File: config.mk
export PLATFORM = sky130hd
export DESIGN_NAME = hub75_scan_ctrl
export DESIGN_NICKNAME = d
export VERILOG_FILES = /design/src/rtl/hub75_scan_ctrl_pkg.sv /design/src/rtl/hub75_scan_ctrl_counter.sv /design/src/rtl/hub75_scan_ctrl.sv
export SDC_FILE = /design/constraint.sdc
export NUM_CORES = 1
export LEC_CHECK = 0
export ABC_AREA = 0
export BUFFER_PORTS_ARGS = -buffer_cell sky130_fd_sc_hd__buf_2
export CORE_ASPECT_RATIO = 1.25
export CORE_MARGIN = 10
export CORE_UTILIZATION = 54
export DETAILED_ROUTE_END_ITERATION = 8
export PLACE_DENSITY = 0.73
export SLEW_MARGIN = 40
export SYNTH_ARGS = -nofsm -noshare
export SYNTH_HDL_FRONTEND = slang
export SYNTH_SLANG_ARGS = --single-unit
File: constraint.sdc
create_clock -name sys_clk -period 3.48 [get_ports sys_clk]
set_input_delay 0.696 -clock sys_clk [delete_from_list [all_inputs] [get_ports sys_clk]]
set_output_delay 0.696 -clock sys_clk [all_outputs]
set_load 0.01 [all_outputs]
File: src/rtl/hub75_scan_ctrl_pkg.sv
// Shared types and widths for the HUB75 scan sequencer and its
// fetch/shift engine interface.
package hub75_pkg;

    typedef enum logic [2:0] {
        ST_IDLE       = 3'd0,
        ST_START      = 3'd1,
        ST_SHIFT_WAIT = 3'd2,
        ST_DISP_WAIT  = 3'd3,
        ST_BLANK      = 3'd4,
        ST_LATCH      = 3'd5,
        ST_UNBLANK    = 3'd6,
        ST_DRAIN      = 3'd7
    } scan_state_t;

    localparam int TIMER_W = 24;
    localparam int BIT_W   = 3;
    localparam int ROW_W   = 8;
    localparam int PHASE_W = 4;

endpackage

File: src/rtl/hub75_scan_ctrl_counter.sv
// Generic clearable up-counter; used as the BLANK/LATCH phase counter.
module counter #(
    parameter int WIDTH = 4
) (
    input  logic             i_clk,
    input  logic             i_rst,
    input  logic             i_clr,
    input  logic             i_en,
    output logic [WIDTH-1:0] o_count
);

    logic [WIDTH-1:0] r_count;

    always_ff @(posedge i_clk or posedge i_rst) begin
        if (i_rst) begin
            r_count <= '0;
        end else if (i_clr) begin
            r_count <= '0;
        end else if (i_en) begin
            r_count <= r_count + 1'b1;
        end
    end

    assign o_count = r_count;

endmodule

File: src/rtl/hub75_scan_ctrl.sv
// HUB75 frame sequencer: walks rows and bit planes, overlaps shifting
// of the next plane with binary-weighted display of the current one.
module hub75_scan_ctrl
    import hub75_pkg::*;
#(
    parameter int BITS    = 8,
    parameter int ROWS    = 32,
    parameter int ADDR_W  = 5,
    parameter int BASE_ON = 16,
    parameter int BLANK   = 2,
    parameter int LAT_W   = 1
) (
    input  logic              sys_clk,
    input  logic              rst,
    input  logic              enable,
    input  logic              shift_busy,
    output logic              shift_start,
    output logic [BIT_W-1:0]  bit_cnt,
    output logic [ROW_W-1:0]  row_cnt,
    output logic [ADDR_W-1:0] addr,
    output logic              lat,
    output logic              oe_n,
    output logic              frame_done
);

    localparam logic [PHASE_W-1:0] BLANK_LAST = PHASE_W'(BLANK - 1);
    localparam logic [PHASE_W-1:0] LAT_LAST   = PHASE_W'(LAT_W - 1);
    localparam logic [BIT_W-1:0]   BIT_LAST   = BIT_W'(BITS - 1);
    localparam logic [ROW_W-1:0]   ROW_LAST   = ROW_W'(ROWS - 1);
    localparam logic [TIMER_W-1:0] ON_BASE    = TIMER_W'(BASE_ON);

    scan_state_t        r_state;
    logic               r_first;
    logic               r_start;
    logic [BIT_W-1:0]   r_bit;
    logic [ROW_W-1:0]   r_row;
    logic [ADDR_W-1:0]  r_addr;
    logic               r_lat;
    logic               r_oe_n;
    logic               r_frame;
    logic [TIMER_W-1:0] r_timer;
    logic [TIMER_W-1:0] w_timer_nxt;
    logic [PHASE_W-1:0] w_phase;
    logic               w_in_phase;
    logic               w_phase_end;
    logic               w_phase_clr;

    assign w_in_phase  = (r_state == ST_BLANK) || (r_state == ST_LATCH);
    assign w_phase_end = ((r_state == ST_BLANK) && (w_phase == BLANK_LAST))
                      || ((r_state == ST_LATCH) && (w_phase == LAT_LAST));
    // Held clear outside the phases, so each phase starts counting at 0.
    assign w_phase_clr = !w_in_phase || w_phase_end;

    counter #(
        .WIDTH(PHASE_W)
    ) u_phase_cnt (
        .i_clk  (sys_clk),
        .i_rst  (rst),
        .i_clr  (w_phase_clr),
        .i_en   (w_in_phase),
        .o_count(w_phase)
    );

    always_comb begin
        w_timer_nxt = r_timer;
        if (r_state == ST_UNBLANK) begin
            w_timer_nxt = ON_BASE << r_bit;
        end else if (r_timer != '0) begin
            w_timer_nxt = r_timer - 1'b1;
        end
    end

    // oe_n tracks the next timer value so it is low exactly while the
    // registered timer is nonzero.
    always_ff @(posedge sys_clk or posedge rst) begin
        if (rst) begin
            r_timer <= '0;
            r_oe_n  <= 1'b1;
        end else begin
            r_timer <= w_timer_nxt;
            r_oe_n  <= (w_timer_nxt == '0);
        end
    end

    always_ff @(posedge sys_clk or posedge rst) begin
        if (rst) begin
            r_state <= ST_IDLE;
            r_first <= 1'b0;
            r_start <= 1'b0;
            r_bit   <= '0;
            r_row   <= '0;
            r_addr  <= '0;
            r_lat   <= 1'b0;
            r_frame <= 1'b0;
        end else begin
            r_start <= 1'b0;
            r_frame <= 1'b0;
            unique case (r_state)
                ST_IDLE: begin
                    if (enable) begin
                        r_state <= ST_START;
                    end
                end
                ST_START: begin
                    r_start <= 1'b1;
                    r_first <= 1'b1;
                    r_state <= ST_SHIFT_WAIT;
                end
                ST_SHIFT_WAIT: begin
                    // Engine raises busy a cycle late; skip the first look.
                    r_first <= 1'b0;
                    if (!r_first && !shift_busy) begin
                        r_state <= ST_DISP_WAIT;
                    end
                end
                ST_DISP_WAIT: begin
                    if (r_timer == '0) begin
                        r_state <= ST_BLANK;
                    end
                end
                ST_BLANK: begin
                    if (w_phase_end) begin
                        r_lat   <= 1'b1;
                        r_addr  <= r_row[ADDR_W-1:0];
                        r_state <= ST_LATCH;
                    end
                end
                ST_LATCH: begin
                    if (w_phase_end) begin
                        r_lat   <= 1'b0;
                        r_frame <= (r_bit == BIT_LAST) && (r_row == ROW_LAST);
                        r_state <= ST_UNBLANK;
                    end
                end
                ST_UNBLANK: begin
                    if (r_bit == BIT_LAST) begin
                        r_bit <= '0;
                        if (r_row == ROW_LAST) begin
                            r_row <= '0;
                        end else begin
                            r_row <= r_row + 1'b1;
                        end
                    end else begin
                        r_bit <= r_bit + 1'b1;
                    end
                    r_state <= enable ? ST_START : ST_DRAIN;
                end
                ST_DRAIN: begin
                    if (r_timer == '0) begin
                        r_state <= ST_IDLE;
                    end
                end
                default: begin
                    r_state <= ST_IDLE;
                end
            endcase
        end
    end

    assign shift_start = r_start;
    assign bit_cnt     = r_bit;
    assign row_cnt     = r_row;
    assign addr        = r_addr;
    assign lat         = r_lat;
    assign oe_n        = r_oe_n;
    assign frame_done  = r_frame;

endmodule
Word level (Yosys, flattened, before mapping)

Cells that the tools add are included.

Bits in registers: 52
Word-level logic and storage cells: 75
Input port bits: 4

$add $sub $neg: 4
Reduce and logical (&&, ||, !) cells: 22
Mux-type cells: 21
Equality and inequality tests: 16
Shift operators: 1

Operators by type and width:

| kind                                                                   | number |
|---|---|
| 24-bit zero test                                                       | 2 |
| 24-bit two-way mux                                                     | 2 |
| 3-bit two-way mux                                                      | 8 |
| 3-bit one-hot mux with 8 select lines                                  | 1 |
| 24-bit nonzero test                                                    | 1 |
| 5-bit by 3-bit left shift with 24-bit output (first input constant)    | 1 |
| 24-bit by 1-bit subtractor with 24-bit output (second input constant)  | 1 |
| 3-bit equality test (second input constant)                            | 5 |
| 2-bit != test (second input constant)                                  | 6 |
| 8-bit by 1-bit adder with 8-bit output (second input constant)         | 1 |
| 8-bit by 5-bit equality test with 1-bit output (second input constant) | 1 |
| 4-bit two-way mux                                                      | 2 |
| 8-bit two-way mux                                                      | 1 |
| 3-bit by 2-bit equality test with 1-bit output (second input constant) | 2 |
| 6-bit AND reduction                                                    | 1 |
| 2-bit nonzero test                                                     | 3 |
| 1-bit two-way mux                                                      | 5 |
| 4-bit by 1-bit adder with 4-bit output (second input constant)         | 1 |
| 4-bit by 1-bit equality test with 1-bit output (second input constant) | 1 |
| 1-bit logical AND                                                      | 4 |
| 4-bit zero test                                                        | 1 |
| 1-bit one-hot mux with 2 select lines                                  | 2 |
| 2-bit AND reduction                                                    | 2 |
| 3-bit by 1-bit adder with 3-bit output (second input constant)         | 1 |
| 5 further kinds                                                        | 9 |

Longest topological paths before layout

Gate-level depths: netlist of run 1.

Depth after elaboration: 5
Gate-level depth with buffers: 10

Modules after synthesis

Synthesis of run 1 repeated with hierarchy kept, for this count alone.

Cell total of the unflattened synthesis: 304
Area total of the unflattened synthesis: 2925.3 µm²

By module, submodules not included:

| module          | cells an instance | area each (µm²) | times used |
|---|---|---|---|
| hub75_scan_ctrl | 287               | 2728.9          | 1 |
| counter         | 17                | 196.4           | 1 |

Worst setup path after synthesis of run 1

No wires, ideal clock.

Kind: register to register
From: register r_timer[2]
To: register r_oe_n, in the netlist oe_n
Cell stages (with the launch flop): 11
Path buffers: 3
Setup slack: 336 ps
Arrival: 3054 ps
Clock period less this slack: 3144 ps
Library setup time: 90 ps
Path through: dfrtp_1 buf_6 or4_4 buf_6 or4_4 buf_6 nor4b_1 xnor2_1 nor2_1 or4_1 nor4_2

Longest elaborated chain between the ends: 4
Elaborated cells between the ends (all ways): 5
Classes of those cells: add/sub: 1; mux: 2; reduce/logical: 2

Ends and longest elaborated chain:

| what                                                                                        | line                                         | source |
|---|---|---|
| start: declaration                                                                          | hub75_scan_ctrl.sv:41                        | `logic [TIMER_W-1:0] r_timer;` |
| start signal: assignment                                                                    | hub75_scan_ctrl.sv:80                        | `r_timer <= w_timer_nxt;` |
| 24-bit by 1-bit subtractor with 24-bit output / 24-bit nonzero test (equally long branches) | hub75_scan_ctrl.sv:69, hub75_scan_ctrl.sv:68 |  |
| 24-bit two-way mux (*)                                                                      | hub75_scan_ctrl.sv:68                        | `end else if (r_timer != '0) begin` |
| 24-bit two-way mux (*)                                                                      | hub75_scan_ctrl.sv:66                        | `if (r_state == ST_UNBLANK) begin` |
| named net w_timer_nxt[15]                                                                   | hub75_scan_ctrl.sv:42                        | `logic [TIMER_W-1:0] w_timer_nxt;` |
| 24-bit zero test (*)                                                                        | hub75_scan_ctrl.sv:81                        | `r_oe_n <= (w_timer_nxt == '0);` |
| end signal: assignment                                                                      | hub75_scan_ctrl.sv:81                        |  |
| end: declaration                                                                            | hub75_scan_ctrl.sv:39                        | `logic r_oe_n;` |

The timed path passes the listed nets; every way through them passes the cells marked *.
A chain may end at the register's enable or synchronous reset.

Worst setup path after layout of run 1

From: register r_timer[10]
To: register r_oe_n, in the netlist oe_n

Longest elaborated chain between the ends: 4
Elaborated cells between the ends (all ways): 5
Classes of those cells: add/sub: 1; mux: 2; reduce/logical: 2

Ends and longest elaborated chain:

| what                                                                                        | line |
|---|---|
| 24-bit by 1-bit subtractor with 24-bit output / 24-bit nonzero test (equally long branches) | hub75_scan_ctrl.sv:69, hub75_scan_ctrl.sv:68 |
| 24-bit two-way mux (*)                                                                      | hub75_scan_ctrl.sv:68 |
| 24-bit two-way mux (*)                                                                      | hub75_scan_ctrl.sv:66 |
| 24-bit zero test (*)                                                                        | hub75_scan_ctrl.sv:81 |

Mark *: on every way between the ends. The rest lies on a longest branch, timed or not.

==> results.toml, run 1 <==
[status]
status = "finished clean"

[floorplanning]
coreArea_mm2 = 0.00541
die_area_mm2 = 0.00896
start_util_pct = 55.6
die_y_um = 103
num_rows = 30
ioPinCount = 24
dieWidth_um = 86.7

[critical_path]
cp.arrival_ns = 3.55
crit_fanout = 12
start_kind = "flip-flop"
required_ns = 3.71
endpoint_kind = "flip-flop"
worst-setup-path-type = "flip-flop to flip-flop"

[cells_and_area]
synthToLayoutAreaGrowth_pct = 8.50
final_nets = 351
final_cell_mix = "dfrtp_1 (51), nand2_1 (29), nor2_1 (25)"
drive_gt1_share_pct = 19.9
diodes = 0
fillers = 475
layout_commonest_cell = "dfrtp_1"
final_cell_area_mm2 = 0.00326

[cts]
clockBufferDepth = 2
cts_buffers = 5
postCtsHoldBufs = 0
clk_latency_ns = 0.31
h-tree-depth = 2
cts_sinks = 52
root_buffer = "clkbuf_8"
cts.reportedPaths.clkPinSlew_ns = 0.10
cts_tree = "done"

[global_route]
grt_usage_pct = 15.1
grt_overflow = 0
grt_pass1_wl_um = 11000
grt_max_degree = 53
grt_antenna_before_repair = 0
grt_pass1_vias = 2350

[power]
powerDensity_mw_per_mm2 = 568
peakVddDrop_v = 0.000329
pwr-share-comb_pct = 35.7
p_seq_share_pct = 44.3
intPower_w = 0.00113
swShare_pct = 39.1
total_leakage_power_nw = 1.48
p_sw_w = 0.000723
p_clk_share_pct = 19.9

[sta]
tightest_slew_ns = 0.717
rsz0062_at_grt = "no"
clock_skew_ns = 0.00650
slew_violations = 0
setup_viol = 0
fin_crit_ns = 3.32
relSlewSlack_pct = 52.0
timing.fmax_ghz = 0.301
hold_viol_final = 0
finalSetupTns_ns = 0
fin_crit_sh_pct = 95.4

[synthesis]
synth_edf_count = 0
synthCells = 311
synth_nets = 327
ys_ff_latch = 52
syn_area_mm2 = 0.00300
ys.flop_type = "dfrtp_1"
synthArstFlopShare_pct = 100
yosys_warnings = 0
syn_area_per_cell_um2 = 9.66
ys_types = 57
ys_seq_area_share_pct = 43.4

[detailed_routing]
vias_per_cell = 6.08
routed-via-count = 2433
drc_errors = 0
dr.pass1.iters = 4
wire_per_inst_um = 16.6
drt_iter0_drc = 186
final_antenna_net_count = 0
routed_wl_um = 6620

[place]
placed_area_mm2 = 0.00316
io_buffers = 23
dp_hpwl_um = 4810
gp_congestion = 0.881

[job]
maxCapViolations = 0

[min_path]
hp-class = "input port to async pin"
## critical path, cell delays in order, from the launching register on
cell	delay, ns
dfrtp_1	0.43
or4_2	0.73
or4_4	0.61
or2_4	0.33
o311a_1	0.11
or3_1	0.34
or4_1	0.43
nor4_2	0.26
## kinds of logic (layout without fill, tap and decap cells)
family	Yosys count	count (layout)	synth area share, %
buffers and inverters	27	52	5.25
adders and majority gates	12	12	5.00
AOI/OAI and AO/OA	57	57	12.4
and+or+nand+nor	136	136	25.4
muxes	11	11	4.00
xor gates and xnor gates	16	16	4.66
DFF	52	52	43.4
## synthesized netlist by cell type (8+ instances only)
cell type	n	share of area, %
nor2_1	25	3.1
nor3_1	10	1.7
o21ai_0	14	2.3
nand2_1	29	3.6
mux2_2	8	3.0
dfrtp_1	51	42
inv_1	11	1.4
a21oi_1	15	2.5
clkbuf_1	8	1.0
ha_1	12	5.0
nand3_1	18	3.0
xnor2_1	11	3.2
## stage by stage
| step | setup WS, ns | hold slack [ns] | instances | total power (W) | utilization, % |
|---|---|---|---|---|---|
| CTS | 0.102 | 0.496 | 400 | 0.00185 | 60.3 |
| global route | 0.0352 | 0.514 | 400 | 0.00198 | 60.3 |
| detailed placement | 0.123 | 0.494 | 392 | 0.00148 | 58.5 |
| floorplan | 0.336 | 0.477 | 311 | 0.00131 | - |
| finish | 0.159 | 0.472 | 400 | 0.00185 | 60.3 |
| global placement | 0.183 | 0.484 | 392 | 0.00146 | 58.4 |
## worst paths after layout
check | from | to | slack, ns | depth (start not counted)
max | r_timer[10] | oe_n | 0.16 | 7
min | rst | frame_done | 0.47 | 2
max reg2reg | r_timer[10] | oe_n | 0.16 | 7
min reg2reg | row_cnt[7] | row_cnt[7] | 0.50 | 1
max in group asynchronous | rst | r_timer[19] | 2.59 | 2
min in group sys_clk | row_cnt[7] | row_cnt[7] | 0.50 | 1
## power by group through the flow
stage               clock network (W)  logic, W  registers, W
CTS                          0.000376  0.000658      0.000819
finish                       0.000369  0.000661      0.000821
floorplan                           0  0.000517      0.000796
global route                 0.000402  0.000734      0.000839
global placement                    0  0.000635      0.000823
detailed placement                  0  0.000654      0.000831
## flip-flops by register name, indices dropped and copies added, names as in the netlist
| name | flops |
|---|---|
| oe_n | 1 |
| r_state | 3 |
| row_cnt | 8 |
| frame_done | 1 |
| addr | 5 |
| bit_cnt | 3 |
| u_phase_cnt.o_count | 4 |
| lat | 1 |
| r_first | 1 |
| shift_start | 1 |
| r_timer | 24 |
## area by class of cell
class,instances,area (um^2),share of cell area (%)
tap,64,80.1,2.46
multi-input combinational,232,1550,47.4
inverter,11,43.8,1.34
timing repair buffer,33,190,5.83
clock inverter,3,27.5,0.845
sequential,52,1300,40.0
clock buffer,5,68.8,2.11
## per-layer routing
layer | share of wire [%] | GRT usage [%] | wire length (um) | vias up
li1 | - | - | - | 1163
met4 | 3.8 | 7.62 | 250 | 0
met2 | 49 | 24.8 | 3270 | 64
met5 | 0 | 0 | 0 | -
met3 | 4.2 | 2.90 | 281 | 21
met1 | 43 | 18.4 | 2820 | 1185
## timing repair
| action | CTS | global route |
|---|---|---|
| setup buffers | 0 | 0 |
| gates resized for setup | 0 | 1 |
| setup endpoints to repair | 0 | 1 |
(Power assumes the default switching activity.)
==> run 2: changes to the inputs <==
- PLACE_DENSITY: 0.73 -> 0.76
- clock period: 3.48 -> 2.7 ns (I/O delays scaled with it)
==> run 2 against run 1 <==
Net effect:
- the flow now finishes with violations (setup timing)
- flip-flop and latch count did not move
- first-iteration DRC count shrank 7.5%
- non-clock buffer count up 35
==> results.toml, run 2 (synthesis results as in run 1) <==
[floorplanning]
die_y_um = 103
dieWidth_um = 86.7
coreArea_mm2 = 0.00541
num_rows = 30
die_area_mm2 = 0.00896
start_util_pct = 55.6
ioPinCount = 24

[status]
status = "finished, violations left"
failed_checks = "setup timing"

[critical_path]
crit_top_cell = "or4_4"
cp.arrival_ns = 3.32
reg2reg_from = "r_timer[10]"
start_kind = "flip-flop"
path_buf_inv = 0
cpMaxStageDelayCell = "or4_4"
worstReg2RegEnd = "oe_n"
path_cells = "or4_4 > or4_4 > o31ai_1 > a21oi_1 > or3_1 > or4_1 > nor4_2"
endpoint_kind = "flip-flop"
crit_family = "simple AND/OR/NAND/NOR gates"
worst-setup-path-type = "flip-flop to flip-flop"
r2r_cells = 7
critPathMaxStageDelay_ns = 0.53
r2r_slack_ns = -0.39
required_ns = 2.92
crit_fanout = 5

[place]
dp_hpwl_um = 5500
placed_area_mm2 = 0.00348
io_buffers = 23
gp_congestion = 0.901

[sta]
fin_crit_sh_pct = 115
relSlewSlack_pct = 60.4
fin_crit_ns = 3.09
hold_viol_final = 0
rsz0062_at_grt = "yes"
tightest_slew_ns = 0.586
setup_viol = 1
timing.fmax_ghz = 0.323
slew_violations = 0
setup_slack_ns = -0.394
clock_skew_ns = 0.0147

[power]
powerDensity_mw_per_mm2 = 757
total_leakage_power_nw = 1.68
peakVddDrop_v = 0.000444

[global_route]
grt_pass1_vias = 2689
grt_usage_pct = 17.0
grt_max_degree = 43
grt_overflow = 0
grt_antenna_before_repair = 0
grt_pass1_wl_um = 12400

[min_path]
hp-class = "input port to async pin"

[cts]
cts_buffers = 5
cts.reportedPaths.clkPinSlew_ns = 0.11
root_buffer = "clkbuf_8"
clk_latency_ns = 0.32
cts_sinks = 52
clockBufferDepth = 2
postCtsSetupBuffers = 0
cts_tree = "done"
h-tree-depth = 2

[job]
maxCapViolations = 0

[cells_and_area]
diodes = 0
largest_reg_flops = 24
final_cell_mix = "dfrtp_1 (51), buf_4 (43), nand2_1 (29)"
layout_commonest_cell = "dfrtp_1"
drive_gt1_share_pct = 28.8
final_cell_area_mm2 = 0.00363
synthToLayoutAreaGrowth_pct = 20.9
utilization_pct = 67.2
fillers = 432
final_nets = 386
largest_register = "r_timer"

[detailed_routing]
wire_per_inst_um = 17.5
dr.pass1.iters = 6
drt_iter0_drc = 172
routed_wl_um = 7630
vias_per_cell = 6.20
final_antenna_net_count = 0
routed-via-count = 2696
drc_errors = 0
run 2: cell count changes in the layout (fill, tap and decap cells not counted), moves of 2 or more:
cell / change
buf_4: +33
buf_12: +2
nor4b_1: -2
nor4b_4: +2
run 2: power breakdown:
group | switching (W) | internal [W] | total (W)
sequential | 0.000103 | 0.000901 | 0.00100
combinational | 0.000649 | 0.000526 | 0.00118
clock | 0.000285 | 0.000286 | 0.000571
total | 0.00104 | 0.00171 | 0.00275
run 2: final cells by class:
cell class | instances | area (um^2) | share of cell area [%]
Multi-Input combinational cell | 232 | 1610 | 44.3
Tap cell | 64 | 80.1 | 2.20
Inverter | 11 | 43.8 | 1.21
Sequential cell | 52 | 1300 | 35.8
Clock buffer | 5 | 68.8 | 1.89
Clock inverter | 3 | 50.0 | 1.38
Timing Repair Buffer | 68 | 478 | 13.2
run 2: worst register-to-register path: cells and delay by family (launching register included):
| kind | cells | cell delay, ns |
|---|---|---|
| compound gates | 2 | 0.38 |
| flops | 1 | 0.40 |
| simple gates | 5 | 2.23 |
run 2: per-layer routing:
| layer | share of wire (%) | GRT usage [%] |
|---|---|---|
| met5 | 0 | 0 |
| met1 | 39 | 18.4 |
| met3 | 5.0 | 3.29 |
| met4 | 3.9 | 7.99 |
| met2 | 52 | 30.9 |
run 2: worst max path at each step:
stage,from,endpoint,slack [ns],cells past startpoint
final,r_timer[10],oe_n,-0.39,7
after global routing,r_timer[10],oe_n,-0.53,8
after CTS,r_timer[10],oe_n,-0.30,8
after detailed placement,r_timer[3],oe_n,-0.35,9
after global placement,r_timer[3],oe_n,-0.29,9
after floorplan,r_timer[2],oe_n,-0.26,10
run 2: timing repair:
action,4_1_cts,5_1_grt
resized for setup,4,3
hold endpoints to repair,0,0
hold buffers,0,0
pin swaps,0,1
endpoints found under the setup margin,1,1
run 2: per-stage QoR:
| step | hold slack (ns) | cells | total power (W) | setup WS (ns) | TNS, ns |
|---|---|---|---|---|---|
| detailed placement | 0.493 | 427 | 0.00212 | -0.351 | -0.351 |
| global route | 0.290 | 435 | 0.00291 | -0.527 | -0.528 |
| floorplan | 0.477 | 311 | 0.00171 | -0.264 | -0.264 |
| finish | 0.251 | 435 | 0.00275 | -0.394 | -0.394 |
| CTS | 0.273 | 435 | 0.00271 | -0.298 | -0.298 |
| global placement | 0.484 | 427 | 0.00208 | -0.285 | -0.285 |
==> run 3: changes to the inputs <==
- ABC_AREA: 0 -> 1
==> run 3 against run 2 <==
Net effect:
- count of clock-buffer cells in the layout grew 2
- flip-flop and latch count unchanged
- wire length is 11% lower
- non-clock buffer count is 42 lower
- largest cell class unchanged
- worst hold slack got worse by 0.0026 ns
- critical endpoint unchanged
- the run now ends clean
- critical path type unchanged
==> results.toml, run 3 <==
[status]
status = "finished clean"

[power]
powerDensity_mw_per_mm2 = 1040
p_total_w = 0.00356
total_leakage_power_nw = 1.89
peakVddDrop_v = 0.000475

[place]
io_buffers = 23
pre_cts_slack_ns = 0.707
dp_hpwl_um = 5310
gp_congestion = 0.932

[floorplanning]
die_area_mm2 = 0.00927
dieWidth_um = 88.1
num_rows = 30
coreArea_mm2 = 0.00552
ioPinCount = 24
start_util_pct = 56.8
die_y_um = 105

[cells_and_area]
layout_commonest_cell = "nand2_1"
largest_register = "r_timer"
utilization_pct = 62.0
final_cell_mix = "nand2_1 (82), dfrtp_1 (51), inv_1 (49), nand3_1 (49), nor2_1 (46)"
synthToLayoutAreaGrowth_pct = 9.19
diodes = 0
largest_reg_flops = 24
final_nets = 437
drive_gt1_share_pct = 16.4

[critical_path]
worst-setup-path-type = "flip-flop to flip-flop"
endpoint_kind = "flip-flop"
path_buf_inv = 1
worstReg2RegEnd = "oe_n"
required_ns = 2.95
crit_fanout = 19
crit_family = "simple AND/OR/NAND/NOR gates"
reg2reg_from = "r_timer[0]"
path_cells = "inv_1 > ha_1 > nand2_1 > nor2_1 > nand3_4 > nor3b_1 > nor2_1 > nand3_1 > nor2_1 > nand2_1 > nor2_1"
cp.arrival_ns = 2.27
start_kind = "flip-flop"
crit_top_cell = "nor2_1"
r2r_cells = 11
r2r_slack_ns = 0.68
cpMaxStageDelayCell = "dfrtp_1"
critPathMaxStageDelay_ns = 0.42

[detailed_routing]
dr.pass1.iters = 4
final_antenna_net_count = 0
vias_per_cell = 5.32
drc_errors = 0
routed_wl_um = 6820
wire_per_inst_um = 14.0
routed-via-count = 2585
drt_iter0_drc = 128

[sta]
clock_skew_ns = 0.0140
fin_crit_ns = 2.02
finalSetupTns_ns = 0
rsz0062_at_grt = "no"
holdWs_ns = 0.249
hold_viol_final = 0
setup_viol = 0
relSlewSlack_pct = 64.2
tightest_slew_ns = 0.536
slew_violations = 0
setup_slack_ns = 0.681
timing.fmax_ghz = 0.495
fin_crit_sh_pct = 74.8

[global_route]
grt-busiest-layer = "met2"
grt_antenna_before_repair = 0
grt_pass1_vias = 2768
groute.layer.met3.usage_pct = 4.27
grtUsageMet2_pct = 26.6
grt_overflow = 0
use_met1_pct = 18.7
grt_max_degree = 27
grt_pass1_wl_um = 12300
grt_usage_pct = 15.9

[job]
maxCapViolations = 0

[synthesis]
yosys_warnings = 0
ys_types = 36
ys.flop_type = "dfrtp_1"
syn_area_per_cell_um2 = 7.97
yosysMostFrequentCell = "nand2_1"
netlist_top_cells_count = "nand2_1 (82), dfrtp_1 (51), inv_1 (50)"
yosysTopAreaCellShare_pct = 40.7
syn_area_mm2 = 0.00313
synthCells = 393
ys_ff_latch = 52
ys_seq_area_share_pct = 41.6
synthArstFlopShare_pct = 100
yosysTopAreaCell = "dfrtp_1"
synth_nets = 409
yosys-top-cells-area = "dfrtp_1 (41%), nand2_1 (9.8%), nand3_1 (7.8%)"
synth_edf_count = 0

[cts]
postCtsSetupBuffers = 0
root_buffer = "clkbuf_8"
postCtsHoldBufs = 0
clk_latency_ns = 0.31
cts.reportedPaths.clkPinSlew_ns = 0.10
h-tree-depth = 2
clockBufferDepth = 2
cts_resized = 0
cts_tree = "done"
cts_buffers = 5
cts_sinks = 52

[min_path]
hp-class = "input port to async pin"
[run 3: cell type report]
cell class | instances | area, um^2
Clock buffer | 7 | 76.3
Clock inverter | 1 | 30.0
Fill cell | 492 | 2100
Inverter | 59 | 221
Multi-Input combinational cell | 277 | 1570
Sequential cell | 52 | 1300
Tap cell | 64 | 80.1
Timing Repair Buffer | 26 | 138
[run 3: routing by layer]
layer  wire length, um  vias up
met1              2950     1205
met2              3370       50
met4               172        0
met3               326       17
li1                  -     1313
met5                 0        -
[run 3: worst max-delay path by stage]
stage / slack [ns] / endpoint / from / depth (start not counted)
global placement: 0.75 / row_cnt[6] / r_state[0] / 8
finish: 0.68 / oe_n / r_timer[0] / 11
detailed placement: 0.71 / oe_n / r_timer[0] / 11
floorplan: 0.90 / addr[0] / rst / 1
CTS: 0.69 / row_cnt[6] / r_state[0] / 8
global route: 0.42 / oe_n / r_timer[0] / 11
[run 3: kinds of logic after synthesis]
kind of cell,count (synthesis),synth area share (%)
adders and majority gates,12,4.79
and+or+nand+nor,224,36.2
xor gates and xnor gates,19,5.31
AOI/OAI and AO/OA,22,3.87
DFF,52,41.6
buffers and inverters,64,8.23
[run 3: per-stage QoR]
step	instance area [um^2]	cells
6_report	3420	486
5_1_grt	3420	486
3_3_place_gp	3310	478
3_5_place_dp	3310	478
2_1_floorplan	3130	393
4_1_cts	3420	486
[run 3: where the power goes]
part           switching (W)  internal [W]
clock               0.000252      0.000278
sequential          0.000249      0.000996
combinational        0.00117      0.000610
[run 3: worst reg2reg max path, cell delays in order, from the launching register on]
cell	delay [ns]
dfrtp_1	0.42
inv_1	0.14
ha_1	0.19
nand2_1	0.06
nor2_1	0.18
nand3_4	0.24
nor3b_1	0.24
nor2_1	0.16
nand3_1	0.09
nor2_1	0.09
nand2_1	0.07
nor2_1	0.10
